--- src/rtl/data_mem_arbiter.sv ---
// Arbitrates the single-port data memory between the CPU data port and a DMA/debug master.
// CPU wins by default; a starvation counter forces one DMA slot that stalls the CPU.
module data_mem_arbiter #(
    parameter int unsigned AW         = 32,
    parameter int unsigned DW         = 32,
    parameter int unsigned STARVE_MAX = 8
) (
    input  logic          clk,
    input  logic          rst,
    input  logic          cpu_ce_i,
    input  logic          cpu_we_i,
    input  logic [AW-1:0] cpu_addr_i,
    input  logic [DW-1:0] cpu_data_i,
    output logic [DW-1:0] cpu_data_o,
    output logic          cpu_stall_o,
    input  logic          dma_req_i,
    input  logic          dma_we_i,
    input  logic [AW-1:0] dma_addr_i,
    input  logic [DW-1:0] dma_data_i,
    output logic          dma_gnt_o,
    output logic          dma_rvalid_o,
    output logic [DW-1:0] dma_rdata_o,
    output logic          mem_ce_o,
    output logic          mem_we_o,
    output logic [AW-1:0] mem_addr_o,
    output logic [DW-1:0] mem_data_o,
    input  logic [DW-1:0] mem_data_i
);

    localparam logic [7:0] StarveMax  = 8'(STARVE_MAX);
    localparam logic [7:0] StarveLast = 8'(STARVE_MAX - 1);

    logic       r_force;
    logic [7:0] r_starve_cnt;
    logic       w_gnt;
    logic       w_force_nxt;
    logic [7:0] w_starve_nxt;

    always_comb begin
        w_gnt       = !rst && dma_req_i && (!cpu_ce_i || r_force);
        dma_gnt_o   = w_gnt;
        cpu_stall_o = !rst && r_force && dma_req_i;

        if (w_gnt) begin
            mem_ce_o   = 1'b1;
            mem_we_o   = dma_we_i;
            mem_addr_o = dma_addr_i;
            mem_data_o = dma_data_i;
        end else begin
            mem_ce_o   = cpu_ce_i && !rst;
            mem_we_o   = cpu_we_i && !rst;
            mem_addr_o = cpu_addr_i;
            mem_data_o = cpu_data_i;
        end

        cpu_data_o = (!w_gnt && cpu_ce_i && !rst) ? mem_data_i : '0;

        w_starve_nxt = r_starve_cnt;
        if (!dma_req_i || w_gnt) begin
            w_starve_nxt = 8'd0;
        end else if (r_starve_cnt < StarveMax) begin
            w_starve_nxt = r_starve_cnt + 8'd1;
        end

        // A forced slot lasts exactly one cycle, whether or not the DMA still wants it.
        w_force_nxt = 1'b0;
        if (!r_force) begin
            w_force_nxt = dma_req_i && !w_gnt && (r_starve_cnt == StarveLast);
        end
    end

    always_ff @(posedge clk or posedge rst) begin
        if (rst) begin
            r_force      <= 1'b0;
            r_starve_cnt <= 8'd0;
            dma_rvalid_o <= 1'b0;
            dma_rdata_o  <= '0;
        end else begin
            r_force      <= w_force_nxt;
            r_starve_cnt <= w_starve_nxt;
            dma_rvalid_o <= w_gnt && !dma_we_i;
            if (w_gnt && !dma_we_i) begin
                dma_rdata_o <= mem_data_i;
            end
        end
    end

endmodule
--- config.mk ---
export PLATFORM = sky130hd
export DESIGN_NAME = data_mem_arbiter
export DESIGN_NICKNAME = d
export VERILOG_FILES = /design/src/rtl/data_mem_arbiter.sv
export SDC_FILE = /design/constraint.sdc
export NUM_CORES = 1
export LEC_CHECK = 0
export ABC_CLOCK_PERIOD_IN_PS = 3730
export CAP_MARGIN = 20
export CORE_AREA = 8 8 110 112
export CTS_CLUSTER_DIAMETER = 60
export DETAILED_ROUTE_END_ITERATION = 10
export DIE_AREA = 0 0 118 120
export DONT_BUFFER_PORTS = 1
export PLACE_DENSITY = 0.5
export SYNTH_ARGS = -nofsm -noshare
export SYNTH_HDL_FRONTEND = slang
export SYNTH_SLANG_ARGS = --single-unit
--- constraint.sdc ---
create_clock -name clk -period 3.73 [get_ports clk]
set_input_delay 0.1865 -clock clk [delete_from_list [all_inputs] [get_ports clk]]
set_output_delay 0.1865 -clock clk [all_outputs]
set_load 0.1 [all_outputs]
## Word-level counts from Yosys, hierarchy flattened

Cells that the tools add are included.

- Add/subtract/negate cells: 1
- Order comparisons: 1
- Equality and inequality tests: 1
- Mux-type cells: 8
- Reduce and logical (&&, ||, !) cells: 19

Operators with widths:

| operator | count |
|---|---|
| 2-to-1 mux 32 bit | 3 |
| 2-to-1 mux 8 bit | 2 |
| logical AND 1 bit | 11 |
| adder 8 x 1 -> 8 bit (second input constant) | 1 |
| == test 8 x 3 -> 1 bit (second input constant) | 1 |
| < comparator 8 x 4 -> 1 bit (second input constant) | 1 |
| logical NOT 1 bit | 5 |
| 2-to-1 mux 1 bit | 3 |
| logical OR 1 bit | 2 |
| nonzero test 2 bit | 1 |

- Register bits after elaboration: 42
- Input bits: 166
- Word-level logic and storage cells: 34

## Depth between registers and ports, before layout

Gate-level depths: netlist of the first run.

- Depth after elaboration: 7
- Mapped depth: 5
- Gate-level depth less buffers: 4

## Worst setup path after synthesis of the first run

OpenSTA, ideal clock, no wires.

- Path type: input port to output port
- Start point: in rst
- End point: out mem_we_o
- Arrival time: 3.183 ns
- Data required time: 3.543 ns
- Slack: 0.361 ns
- Stages on the path: 5
- Buffers on the path: 2
- Cell sequence: inv_1 -> nand3b_1 -> buf_4 -> buf_4 -> a21oi_1

- Longest elaborated chain between the ends: 4

Ends and longest elaborated chain:

| element | line | source |
|---|---|---|
| start: declaration | 9 | `input logic rst,` |
| logical NOT 1 bit (no source line) * | n/a |  |
| logical AND 1 bit (2 in series) | 40 | `w_gnt = !rst && dma_req_i && (!cpu_ce_i \|\| r_force);` |
| 2-to-1 mux 1 bit * | 44 | `if (w_gnt) begin` |
| end: declaration | 24 | `output logic mem_we_o,` |

Every way passes the cells marked *; elsewhere a longest branch is shown, timed or not.

## Worst setup path in the final report of the first run

- Start point: reg r_force
- End point: out cpu_data_o[8]

- Longest elaborated chain between the ends: 6

Ends and longest elaborated chain:

| element | line | source |
|---|---|---|
| start: declaration | 33 | `logic r_force;` |
| start signal: assignment | 79 | `r_force <= w_force_nxt;` |
| logical OR 1 bit | 40 |  |
| logical AND 1 bit | 40 |  |
| logical NOT 1 bit | 56 | `cpu_data_o = (!w_gnt && cpu_ce_i && !rst) ? mem_data_i : '0;` |
| logical AND 1 bit (2 in series) | 56 |  |
| 2-to-1 mux 32 bit | 56 |  |
| end: declaration | 14 | `output logic [DW-1:0] cpu_data_o,` |

No other way between the ends.

==> results of run 1 <==
-- logic make-up (layout without fill, tap and decap cells) --
kind of cell / after synthesis / in the layout
AO/OA/AOI/OAI: 11 / 11
adder cells (fa/ha/maj): 1 / 1
buffers and inverters: 17 / 16
flip-flops: 42 / 42
multiplexers: 96 / 96
other: 0 / 3
AND/OR/NAND/NOR: 52 / 52
-- path summary, 6_finish.rpt --
path,startpoint,endpoint,slack (ns),depth (start not counted)
worst max register to register,r_force,dma_rdata_o[6],2.05,4
worst min-delay path,mem_data_i[11],dma_rdata_o[11],0.04,1
min in group asynchronous,rst,r_starve_cnt[4],0.50,3
max in group asynchronous,rst,dma_rdata_o[5],2.84,3
worst min register to register,r_starve_cnt[6],r_starve_cnt[6],0.55,1
worst max-delay path,r_force,cpu_data_o[8],1.06,2
-- critical path, cell delays in order, from the launching register on --
cell and delay (ns):
sky130_fd_sc_hd__dfrtp_1 0.44, sky130_fd_sc_hd__a211oi_4 0.85, sky130_fd_sc_hd__and2_1 0.89
-- sequential cells by signal (all words and copies together), names as in the netlist --
register and cells:
r_force 1, dma_rvalid_o 1, dma_rdata_o 32, r_starve_cnt 8
-- area by class of cell --
class / count / area, sq um
Timing Repair Buffer: 6 / 47.55
Fill cell: 1106 / 7614
Sequential cell: 42 / 1051
Antenna cell: 3 / 7.507
Multi-Input combinational cell: 160 / 1518
Inverter: 3 / 11.26
Tap cell: 140 / 175.2
Clock buffer: 5 / 68.82
Clock inverter: 2 / 15.01
-- layer usage --
metal	vias to the layer above	global-route usage, %	part of all wire, %
met1	877	13.93	34
li1	776	-	-
met5	-	0	0.24
met3	22	8.220	14
met4	4	6.805	2.4
met2	182	22.54	49
-- power by group --
group          internal [mW]  total (mW)  switching, mW  leakage, nW
Combinational          0.123       0.696          0.573        0.618
Clock                  0.128       0.282          0.154       0.0363
Sequential             0.520        1.17          0.646        0.521
-- stage by stage --
stage,hold slack (ns),power [mW],util (%),setup slack [ns],instances
3_5_place_dp,0.2744,1.878,26.58,1.310,350
5_1_grt,0.02174,2.209,27.54,0.9264,361
6_report,0.04125,2.144,27.54,1.061,361
2_1_floorplan,0.3381,1.814,-,0.3608,219
4_1_cts,0.02792,2.169,27.47,0.9852,358
3_3_place_gp,0.2625,1.874,26.58,1.375,350
-- cells in the final DEF (no fill, tap or decap) --
cell type | synthesis | final
sky130_fd_sc_hd__nor2b_2 | 1 | 1
sky130_fd_sc_hd__mux2_2 | 96 | 96
sky130_fd_sc_hd__nor4_1 | 2 | 2
sky130_fd_sc_hd__ha_1 | 1 | 1
sky130_fd_sc_hd__a21oi_1 | 4 | 3
sky130_fd_sc_hd__clkinvlp_4 | 0 | 2
sky130_fd_sc_hd__and2_1 | 32 | 32
sky130_fd_sc_hd__inv_1 | 3 | 2
sky130_fd_sc_hd__a21oi_2 | 0 | 1
sky130_fd_sc_hd__nor4b_4 | 1 | 1
sky130_fd_sc_hd__buf_4 | 5 | 5
sky130_fd_sc_hd__and3_1 | 4 | 4
sky130_fd_sc_hd__a211oi_4 | 0 | 1
sky130_fd_sc_hd__a41oi_1 | 1 | 1
sky130_fd_sc_hd__or4_4 | 1 | 1
sky130_fd_sc_hd__and3_2 | 1 | 1
sky130_fd_sc_hd__or3_1 | 2 | 2
sky130_fd_sc_hd__dfrtp_1 | 42 | 42
sky130_fd_sc_hd__dlygate4sd3_1 | 0 | 1
sky130_fd_sc_hd__nand3b_1 | 2 | 2
sky130_fd_sc_hd__o21ai_0 | 5 | 5
sky130_fd_sc_hd__nand2_1 | 1 | 1
sky130_fd_sc_hd__clkbuf_8 | 0 | 5
sky130_fd_sc_hd__diode_2 | 0 | 3
sky130_fd_sc_hd__nor2_2 | 0 | 1
sky130_fd_sc_hd__clkinv_1 | 0 | 1
sky130_fd_sc_hd__nand2b_1 | 2 | 2
sky130_fd_sc_hd__nor2_1 | 3 | 2
==> results, run 1 <==
- In this run the cell area of the synthesized design comes to 2659 sq um.
- The number of rows created at floorplan is 38.
- After synthesis, the mean cell area works out to 12.14 sq um.
- For this run, the number of Yosys warnings is 0.
- The tightest min-delay check is of the in -> reg type.
- The via count of the first global-routing pass is 2059.
- 299 I/O pins were placed.
- The die is 118 um wide.
- The analysis attributes to cell leakage a power of 1.176 nW.
- Clock tree synthesis inserted a total of 5 buffers.
- For the worst setup path, the data arrival time is 2.48 ns.
- The count of endpoints failing setup in the final report is 0.
- The clock-pin slew of the registers on the worst-case setup and hold paths is 0.08 ns.
- Across the run, the number of max-cap violations was 0.
- The cell area after placement is 2793 sq um.
- The post-route fraction of the period consumed by the critical path is 71.56%.
- The number of enable flip-flop cells after synthesis is 0.
- The share of layout cells above drive strength 1 is 52.75%.
- The most common cell in the synthesized netlist is sky130_fd_sc_hd__mux2_2.
- The simple-gate portion of the synthesized area is 12.94%.
- The worst setup path is launched from a flip-flop.
- Dividing the detail-routed wire length by the instance count gives 29.16 um.
- Port buffering added 0 buffers.
- After synthesis, the largest area contributor takes up 40.66% of total cell area.
- The timing-limited maximum frequency is 374.6 MHz.
- Once the floorplan was initialized, standard cells occupied 25.30% of the core.
- Using the TritonRoute via totals, the vias-per-cell ratio works out to 5.155.
- At the end of the flow, the number of nets in the layout was 385.
- The overall die area is 14160 sq um.
- The number of antenna violations at the first check in global routing was 5.
- Setup repair after global routing left no endpoint under its margin.
- Among all flip-flop cells after synthesis, the most frequent one is sky130_fd_sc_hd__dfrtp_1.
- In this run the worst path has a maximum fanout of 32.
- The total number of vias is 1861.
- The adder-cell share of the synthesized area is 0.4706%.
- Multiplexer cells account for 40.66% of the synthesized area.
- The number of buffers on the longest clock path is 2.
- The library cell occupying the most area in the post-synthesis netlist is sky130_fd_sc_hd__mux2_2.
- The run finished with clean final reports.
- The actual transition at the worst max-transition pin is 1.054 ns.
- After synthesis, the share of flip-flops with an asynchronous set or reset is 100.0%.
- After the first detailed-routing iteration, the DRC count stood at 84.
- Sequential elements use 39.53% of the synthesized area.
- The H-tree level count is 2.
- For this block, the routed nets add up to 10530 um of wire.
- The clock drives 42 sinks.
- The post-CTS setup repair buffer count is 0.
- The commonest cells after synthesis are sky130_fd_sc_hd__mux2_2, sky130_fd_sc_hd__dfrtp_1, sky130_fd_sc_hd__and2_1.
- The cell chosen for the clock root is sky130_fd_sc_hd__clkbuf_8.
- The final-report hold violation count came to 0.
- The worst clock skew on the final layout is 0.008124 ns.
- Synthesis inferred 42 register bits.
- The vertical die dimension is 120 um.
- The worst-skew pair later-pin latency is 0.29 ns.
- Summed over all layers, the global routing overflow is 0.
- Relative to the synthesized area, the layout overhead comes to 8.847%.
- After synthesis, the netlist uses 25 different library cells.
- The largest family of logic cells by synthesized area is multiplexers.
- Synthesis produced 219 cells.
- The detailed-placement wirelength estimate is 9107 um.
- The total negative setup slack is 0 ns.
- IR analysis of the VDD net gives a maximum drop of 0.3837 mV.
- The synthesized-area fraction occupied by xor and xnor cells is 0%.
- The overall global routing resource usage is 13.83%.
- The max-slew violation count is 0.
- Summing all non-filler instances in the final layout gives an area of 2894 sq um.
- Routability-driven placement finished with a final weighted congestion of 0.8144.
- The CTS tree is done.
- After detailed routing, the number of remaining DRC violations is 0.
- The synthesized netlist devotes 2.306% of its cell area to compound gates.
- Entering global routing, the biggest net connects 67 pins.
- The total nets after synthesis is 386.
- The core region is 10510 sq um.
- The power per cell area is 740.7 nW/um^2.
- Sorting the synthesized cells by area gives the leading types as sky130_fd_sc_hd__mux2_2, sky130_fd_sc_hd__dfrtp_1, sky130_fd_sc_hd__and2_1.
- The number of gates resized after cts is 0.
- The critical path is of the reg -> out type.
- After clock tree synthesis, the flow added hold-fix buffers numbering 1.
- The number of nets with antenna violations after routing is 0.
- The first global-routing pass estimated 14950 um of wire.
- The final period demand of the worst path is 2.669 ns.
- The worst pin sits at a relative slew slack of 29.68%.
- For the worst setup path, the data required time is 3.54 ns.
- For this run, the detailed router's first-pass iteration total came to 4.
- The worst setup path is captured at an output port.
(Power assumes the default switching activity.)
==> run 2: changes to the inputs <==
--- a/config.mk
+++ b/config.mk
@@ -5,7 +5,7 @@
 export SDC_FILE = /design/constraint.sdc
 export NUM_CORES = 1
 export LEC_CHECK = 0
-export ABC_CLOCK_PERIOD_IN_PS = 3730
+export ABC_CLOCK_PERIOD_IN_PS = 2800
 export CAP_MARGIN = 20
 export CORE_AREA = 8 8 110 112
 export CTS_CLUSTER_DIAMETER = 60
==> constraint.sdc (replaced) <==
create_clock -name clk -period 2.8 [get_ports clk]
set_input_delay 0.14 -clock clk [delete_from_list [all_inputs] [get_ports clk]]
set_output_delay 0.14 -clock clk [all_outputs]
set_load 0.1 [all_outputs]
==> run 2 against run 1 <==
Combinational power up 59%. Register-to-register slack worse by 0.86 ns. Via count is 17% higher. Sequential share of layout area down 9.9 points. Final area rose by 38%. Largest cell class unchanged. Highest routed layer unchanged.
==> results, run 2 (same netlist as run 1, synthesis figures left out) <==
- The total congestion overflow after global routing is 0 (unchanged).
- The switching power came to 1.847 mW (+35%).
- The arrival time of data at the critical path endpoint is 2.35 ns (-0.13 ns).
- The sort of element at the end of the critical path is an output port.
- The die boundary width came to 118 um (unchanged).
- The kind of launch point of the worst setup path is a flip-flop.
- The final routed wire length divided by cell count is 23.51 um (-19%).
- The share of power burned in the clock network came to 12.1% (-1.0 points).
- The overall global routing resource usage is 13.72% (-0.12 points).
- The total number of vias is 2175 (+17%).
- The flip-flop count of the largest register after layout is 32 (unchanged).
- The worst-skew pair later-pin latency is 0.29 ns (about the same).
- The final RePlAce weighted congestion came to 0.7613 (-6.5%).
- The final-stage net count is 481 (+25%).
- The area used by multi-input combinational logic is 1518 sq um (unchanged).
- The portion of total power attributed to sequential cells was 51.3% (-3.1 points).
- The startpoint identified for the worst register-to-register timing path is r_force.
- The post-route cell area is 3980 sq um (+38%).
- The largest net degree at the start of global routing is 55 (-18%).
- The cell chosen for the clock root is sky130_fd_sc_hd__clkbuf_8.
- The delay of the slowest cell on the worst path is 0.54 ns (-0.35 ns).
- For the finished layout, the period the worst path requires is 2.487 ns.
- The max-slew violation count was 0 (unchanged).
- The post-CTS setup repair buffer count is 0 (unchanged).
- The clock sink total came to 42 (unchanged).
- The iteration count of the initial detailed-routing pass is 4 (unchanged).
- Ranked by flip-flop count, first place goes to dma_rdata_o.
- The H-tree level count is 2 (unchanged).
- The total negative setup slack came to 0 ns (unchanged).
- In the layout the commonest cells are sky130_fd_sc_hd__mux2_2, sky130_fd_sc_hd__buf_4, sky130_fd_sc_hd__dfrtp_1.
- The cell depth of the worst hold path is 1 (unchanged).
- The logic depth of the worst register-to-register path was 4 (unchanged).
- The number of buffers created by CTS is 5 (unchanged).
- The worst setup slack for register-to-register paths is 1.19 ns (-0.86 ns).
- The largest registers in the layout are dma_rdata_o (32), r_starve_cnt (8).
- Setup repair after global routing left no endpoint under its margin.
- The number of antenna violations at the first check in global routing came to 1 (-4).
- The clock-pin slew of the registers on the worst-case setup and hold paths is 0.08 ns (about the same).
- The number of DRC markers in iteration 0 is 51 (-39%).
- Relative to the synthesized area, the layout overhead comes to 49.69%.
- The final-report hold violation count is 0 (unchanged).
- The cell total after placement is 414 (+18%).
- The total DRC errors in the routed layout is 0 (unchanged).
- The number of top-level design ports is 299 (unchanged).
- The number of nets with antenna violations after routing came to 0 (unchanged).
- The required time of the critical path came to 2.66 ns (-0.88 ns).
- The CTS tree is done.
- The number of inserted diodes is 0 (-3).
- The internal power came to 1.182 mW (+53%).
- The area of all sequential standard cells was 1051 sq um (unchanged).
- The average vias per placed instance is 4.791 (-7.1%).
- The worst vdd rail ir drop is 0.4376 mV (+14%).
- After layout, the worst path uses 88.83% of the clock period.
- The tightest slew margin relative to the limit is 27.58% (-2.1 points).
- The cell area after placement is 3573 sq um (+28%).
- The initial core utilization was 25.30% (unchanged).
- The net switching fraction of the power is 60.97% (-3.0 points).
- The overall die area is 14160 sq um (unchanged).
- The detailed-placement wirelength estimate is 8866 um (-2.6%).
- The signal on the critical path passes through nor2b_2, nand3b_1, buf_4, mux2_2, buf_4.
- The number of port buffers was 0 (unchanged).
- The fill cell total of the finished layout is 1003 (-9.3%).
- The via count of the first global-routing pass is 2388 (+16%).
- The terminus of the critical flop-to-flop path is dma_rdata_o[30].
- The power per cell area is 761.0 nW/um^2 (+2.7%).
- The flow ran to the end, and the final reports show no timing, DRC or antenna violations.
- The wire length of the first global-routing pass was 15470 um (+3.5%).
- The total of max-cap violations was 0 (unchanged).
- By instance count, the cell type seen most on the critical path is sky130_fd_sc_hd__buf_4.
- The most common cell after layout, fill and taps aside is sky130_fd_sc_hd__mux2_2.
- For this run, the top clock speed supported by timing is 402.1 MHz.
- The worst hold path terminates at dma_rdata_o[13].
- The critical-path cell with the highest stage delay is sky130_fd_sc_hd__buf_4.
- The final non-filler cell total is 454 (+26%).
- The static leakage is 1.748 nW (+49%).
- The placeable core area came to 10510 sq um (unchanged).
- The top fanout value on the critical path was 54 (+69%).
- The share of layout cells above drive strength 1 was 56.69% (+3.9 points).
- The number of buffers on the longest clock path is 2 (unchanged).
- The count of endpoints failing setup in the final report is 0 (unchanged).
- The critical hold path startpoint is mem_data_i[13].
- The total length of routed wires was 10670 um (+1.4%).
- The class of the most critical setup path is reg -> out.
- The worst clock skew on the final layout is 0.008067 ns (-0.00005696 ns).
- The share of total power in combinational logic is 36.6% (+4.1 points).
- The number of rows created at floorplan is 38 (unchanged).
- The actual transition at the worst max-transition pin is 1.085 ns (+0.03152 ns).
- The tightest min-delay check is of the in -> reg type.
- The vertical die dimension is 120 um (unchanged).
[run 2: cell types whose count changed in the layout (fill, tap and decap cells not counted)]
| cell | change |
|---|---|
| sky130_fd_sc_hd__buf_12 | +24 |
| sky130_fd_sc_hd__buf_4 | +40 |
| sky130_fd_sc_hd__clkbuf_1 | +2 |
| sky130_fd_sc_hd__clkinv_1 | -1 |
| sky130_fd_sc_hd__clkinvlp_4 | -2 |
| sky130_fd_sc_hd__diode_2 | -3 |
| sky130_fd_sc_hd__dlygate4sd3_1 | +32 |
| sky130_fd_sc_hd__inv_2 | +1 |
[run 2: per-stage QoR]
stage | power [mW] | utilization, % | worst slack [ns] | hold WS (ns)
4_1_cts | 3.059 | 37.88 | 0.3010 | 0.003772
3_3_place_gp | 2.643 | 34.01 | 0.7480 | 0.2204
2_1_floorplan | 2.417 | - | 0.09068 | 0.2916
6_report | 3.029 | 37.88 | 0.3128 | 0.01192
3_5_place_dp | 2.648 | 34.01 | 0.6272 | 0.2230
5_1_grt | 3.113 | 37.88 | 0.2323 | 0.003032
[run 2: power by group through the flow]
stage / combinational, mW / clock (mW) / sequential (mW)
6_report: 1.11 / 0.366 / 1.55
5_1_grt: 1.14 / 0.399 / 1.57
4_1_cts: 1.12 / 0.383 / 1.56
3_5_place_dp: 1.08 / 0 / 1.57
3_3_place_gp: 1.07 / 0 / 1.57
2_1_floorplan: 0.883 / 0 / 1.53
[run 2: critical path, delay by kind of cell, from the launching register on]
kind	cells	cell delay, ns
buffers and inverters	2	0.77
DFF	1	0.45
muxes	1	0.42
and+or+nand+nor	2	0.41
[run 2: final cells by class]
| cell class | count | area share [%] |
|---|---|---|
| multi-input cells | 160 | 38.13 |
| repair buffers | 102 | 28.86 |
| flip-flops and latches | 42 | 26.41 |
| well taps | 140 | 4.401 |
| clock buffers | 7 | 1.918 |
| inverters | 3 | 0.2829 |
[run 2: layer usage]
layer | vias up | GRT usage, % | share of wire (%)
met2 | 141 | 23.65 | 52
li1 | 961 | - | -
met3 | 6 | 6.670 | 11
met4 | 2 | 3.042 | 0.58
met1 | 1065 | 14.99 | 36
met5 | - | 0 | 0.075
[run 2: what timing repair did]
action,CTS,global route
resized for setup,0,0
hold buffers,33,0
endpoints found under the hold margin,74,0
[run 2: how the worst max path moves through the flow]
stage	start	end	slack (ns)	depth (start not counted)
6_report	r_force	mem_data_o[0]	0.31	5
5_1_grt	r_force	mem_data_o[19]	0.23	5
4_1_cts	r_force	mem_data_o[21]	0.30	5
3_5_place_dp	r_force	mem_data_o[21]	0.63	5
3_3_place_gp	r_force	mem_data_o[22]	0.75	5
2_1_floorplan	rst	mem_we_o	0.09	5
==> run 3: changes to the inputs <==
--- a/config.mk
+++ b/config.mk
@@ -5,7 +5,7 @@
 export SDC_FILE = /design/constraint.sdc
 export NUM_CORES = 1
 export LEC_CHECK = 0
-export ABC_CLOCK_PERIOD_IN_PS = 2800
+export ABC_CLOCK_PERIOD_IN_PS = 3100
 export CAP_MARGIN = 20
 export CORE_AREA = 8 8 110 112
 export CTS_CLUSTER_DIAMETER = 60
@@ -13,6 +13,8 @@
 export DIE_AREA = 0 0 118 120
 export DONT_BUFFER_PORTS = 1
 export PLACE_DENSITY = 0.5
+export SETUP_SLACK_MARGIN = 0.4
 export SYNTH_ARGS = -nofsm -noshare
 export SYNTH_HDL_FRONTEND = slang
 export SYNTH_SLANG_ARGS = --single-unit
+export TNS_END_PERCENT = 10
==> constraint.sdc (replaced) <==
create_clock -name clk -period 3.1 [get_ports clk]
set_input_delay 0.155 -clock clk [delete_from_list [all_inputs] [get_ports clk]]
set_output_delay 0.155 -clock clk [all_outputs]
set_load 0.1 [all_outputs]
==> run 3 against run 2 <==
Wire length shrank 7.3%. Final area fell by 15%. Hold slack hardly changed. Clock power is 7.9% lower. Combinational power is 20% lower. Critical path depth down 1. Flip-flop and latch count is the same. Non-clock buffer count decreased by 44. Sequential power down 9.7%. Register-to-register slack improved by 0.32 ns. Global-route usage is 1.3 points lower. Count of clock-buffer cells in the layout decreased by 2. Critical endpoint is now mem_data_o[2].
==> results, run 3 (same netlist as run 1, synthesis figures left out) <==
- The post-route cell area came to 3368 sq um (-15%).
- The most critical setup path has its startpoint at r_force.
- The die boundary width is 118 um (unchanged).
- The clock sink total is 42 (unchanged).
- The total design power is 2.634 mW (-13%).
- The number of top-level design ports is 299 (unchanged).
- The flip-flop count of the largest register after layout is 32 (unchanged).
- The worst setup slack for register-to-register paths is 1.51 ns (+0.32 ns).
- The minimum setup slack in the final design is 0.5327 ns (+0.2199 ns).
- The initial core utilization is 25.30% (unchanged).
- The clock-pin slew of the registers on the worst-case setup and hold paths is 0.08 ns (about the same).
- The worst path uses 82.82% of the clock period.
- The register with the most flip-flops in the final layout is dma_rdata_o.
- In this design, the largest share of critical-path delay is due to multiplexers.
- The placeable core area is 10510 sq um (unchanged).
- The total number of vias is 1970 (-9.4%).
- The via count of the first global-routing pass was 2025 (-15%).
- The number of buffers on the longest clock path was 2 (unchanged).
- The cell total after placement is 390 (-5.8%).
- The number of inserted diodes is 0 (unchanged).
- The end point of the critical path is mem_data_o[2].
- The iteration count of the initial detailed-routing pass is 4 (unchanged).
- The library cell used most frequently in the layout, excluding fill and tap cells, is sky130_fd_sc_hd__mux2_2.
- The share of layout cells above drive strength 1 came to 57.78% (+1.1 points).
- The overall global routing resource usage was 12.45% (-1.3 points).
- Setup repair after global routing left no endpoint under its margin.
- STA classifies the critical path endpoint as an output port.
- The total DRC errors in the routed layout is 0 (unchanged).
- The H-tree level count came to 2 (unchanged).
- The worst clock skew on the final layout is 0.006145 ns (-0.001922 ns).
- The largest net degree at the start of global routing is 67 (+22%).
- The max-slew violation count was 0 (unchanged).
- CTS placed an instance of sky130_fd_sc_hd__clkbuf_8 at the clock tree root.
- The total congestion overflow after global routing is 0 (unchanged).
- The timing-limited maximum frequency is 389.5 MHz.
- The worst hold slack after final layout is 0.01217 ns (+0.0002549 ns).
- The static leakage is 1.464 nW (-16%).
- The share of the core filled with cells in the final layout is 32.06% (-5.8 points).
- The total length of routed wires is 9894 um (-7.3%).
- The final period demand of the worst path is 2.567 ns.
- The worst vdd rail ir drop is 0.3232 mV (-26%).
- The overall die area is 14160 sq um (unchanged).
- The final-report hold violation count is 0 (unchanged).
- The number of port buffers is 0 (unchanged).
- The final non-filler cell total was 410 (-9.7%).
- The number of buffer and inverter stages on the critical path is 1 (-1).
- In the final layout, the registers with the most flip-flops are dma_rdata_o (32), r_starve_cnt (8).
- The number of DRC markers in iteration 0 is 48 (-5.9%).
- The launch instance of the worst register-to-register path is r_force.
- The critical-path cell with the highest stage delay is sky130_fd_sc_hd__mux2_2.
- The top fanout value on the critical path is 66 (+22%).
- The number of antenna violations at the first check in global routing came to 0 (-1).
- The detailed-placement wirelength estimate is 8431 um (-4.9%).
- The vertical die dimension is 120 um (unchanged).
- The number of nets with antenna violations after routing came to 0 (unchanged).
- The worst-skew pair later-pin latency is 0.29 ns (about the same).
- The number of buffers created by CTS is 5 (unchanged).
- The final RePlAce weighted congestion is 0.7840 (+3.0%).
- The worst setup slack before clock tree synthesis is 0.8630 ns (+0.2358 ns).
- The average vias per placed instance is 4.805 (+0.29%).
- Walking the worst path, the cells encountered are nor2b_2, nand3b_1, buf_4, mux2_2.
- The kind of launch point of the worst setup path is a flip-flop.
- The CTS tree is done.
- The class of the most critical setup path is reg -> out.
- The count of cell instances traversed by the critical path came to 4 (-1).
- The run finished with clean final reports.
- The cell area after placement came to 3159 sq um (-12%).
- The delay of the slowest cell on the worst path came to 0.68 ns (+0.14 ns).
- The growth of design area from synthesis to finish is 26.68%.
- The total negative setup slack is 0 ns (unchanged).
- The final-stage net count is 437 (-9.1%).
- The wire length of the first global-routing pass is 14050 um (-9.2%).
- The total of max-cap violations is 0 (unchanged).
- The count of endpoints failing setup in the final report was 0 (unchanged).
- The tightest slew margin relative to the limit is 29.11% (+1.5 points).
- The final routed wire length divided by cell count is 24.13 um (+2.7%).
- The required time of the critical path is 2.94 ns (+0.28 ns).
- The actual transition at the worst max-transition pin came to 1.062 ns (-0.02290 ns).
- The number of rows created at floorplan is 38 (unchanged).
- The class of the tightest hold or removal check is in -> reg.
- The power per cell area is 782.1 nW/um^2 (+2.8%).
- The arrival time of data at the critical path endpoint is 2.41 ns (+0.06 ns).
- The terminus of the critical flop-to-flop path is dma_rdata_o[22].
- The number of gates resized after cts is 0 (unchanged).
- Leaving out fill and tap cells, the most frequent cells in the layout are sky130_fd_sc_hd__mux2_2, sky130_fd_sc_hd__dfrtp_1, sky130_fd_sc_hd__buf_4.
- The logic depth of the worst register-to-register path is 4 (unchanged).
run 3: cell types whose count changed in the layout (fill, tap and decap cells not counted), sizes merged:
cell and change:
clkinv +2, clkinvlp +1, inv -1, clkbuf -2
dlygate4sd3 -20, buf -24
run 3: worst min-delay path by stage:
stage,depth (start not counted),slack (ns),to,start
CTS,1,0.0002,dma_rdata_o[26],mem_data_i[26]
detailed placement,2,0.25,dma_rdata_o[30],rst
floorplan,1,0.16,dma_rdata_o[0],rst
global route,1,0.0009,dma_rdata_o[8],mem_data_i[8]
global placement,2,0.25,dma_rdata_o[30],rst
finish,1,0.01,dma_rdata_o[8],mem_data_i[8]
run 3: per-layer routing:
metal,vias to the layer above,track usage (%),share of wire (%)
met2,136,20.86,51
met1,951,13.90,37
met5,-,0,0
met4,0,2.162,0.54
met3,8,6.717,12
li1,875,-,-
run 3: final cells by class:
cell class / count / area, sq um
Tap cell: 140 / 175.2
Clock inverter: 2 / 10.01
Timing Repair Buffer: 58 / 530.5
Fill cell: 1052 / 7139
Inverter: 3 / 15.01
Sequential cell: 42 / 1051
Multi-Input combinational cell: 160 / 1518
Clock buffer: 5 / 68.82
run 3: timing repair:
item | 4_1_cts | 5_1_grt
hold endpoints to repair | 42 | 12
hold buffers | 1 | 12
setup buffers | 0 | 0
run 3: report_power, final:
| group | switching, mW | internal [mW] | leakage (nW) |
|---|---|---|---|
| Combinational | 0.695 | 0.198 | 0.899 |
| Sequential | 0.778 | 0.626 | 0.521 |
| Clock | 0.186 | 0.152 | 0.0438 |
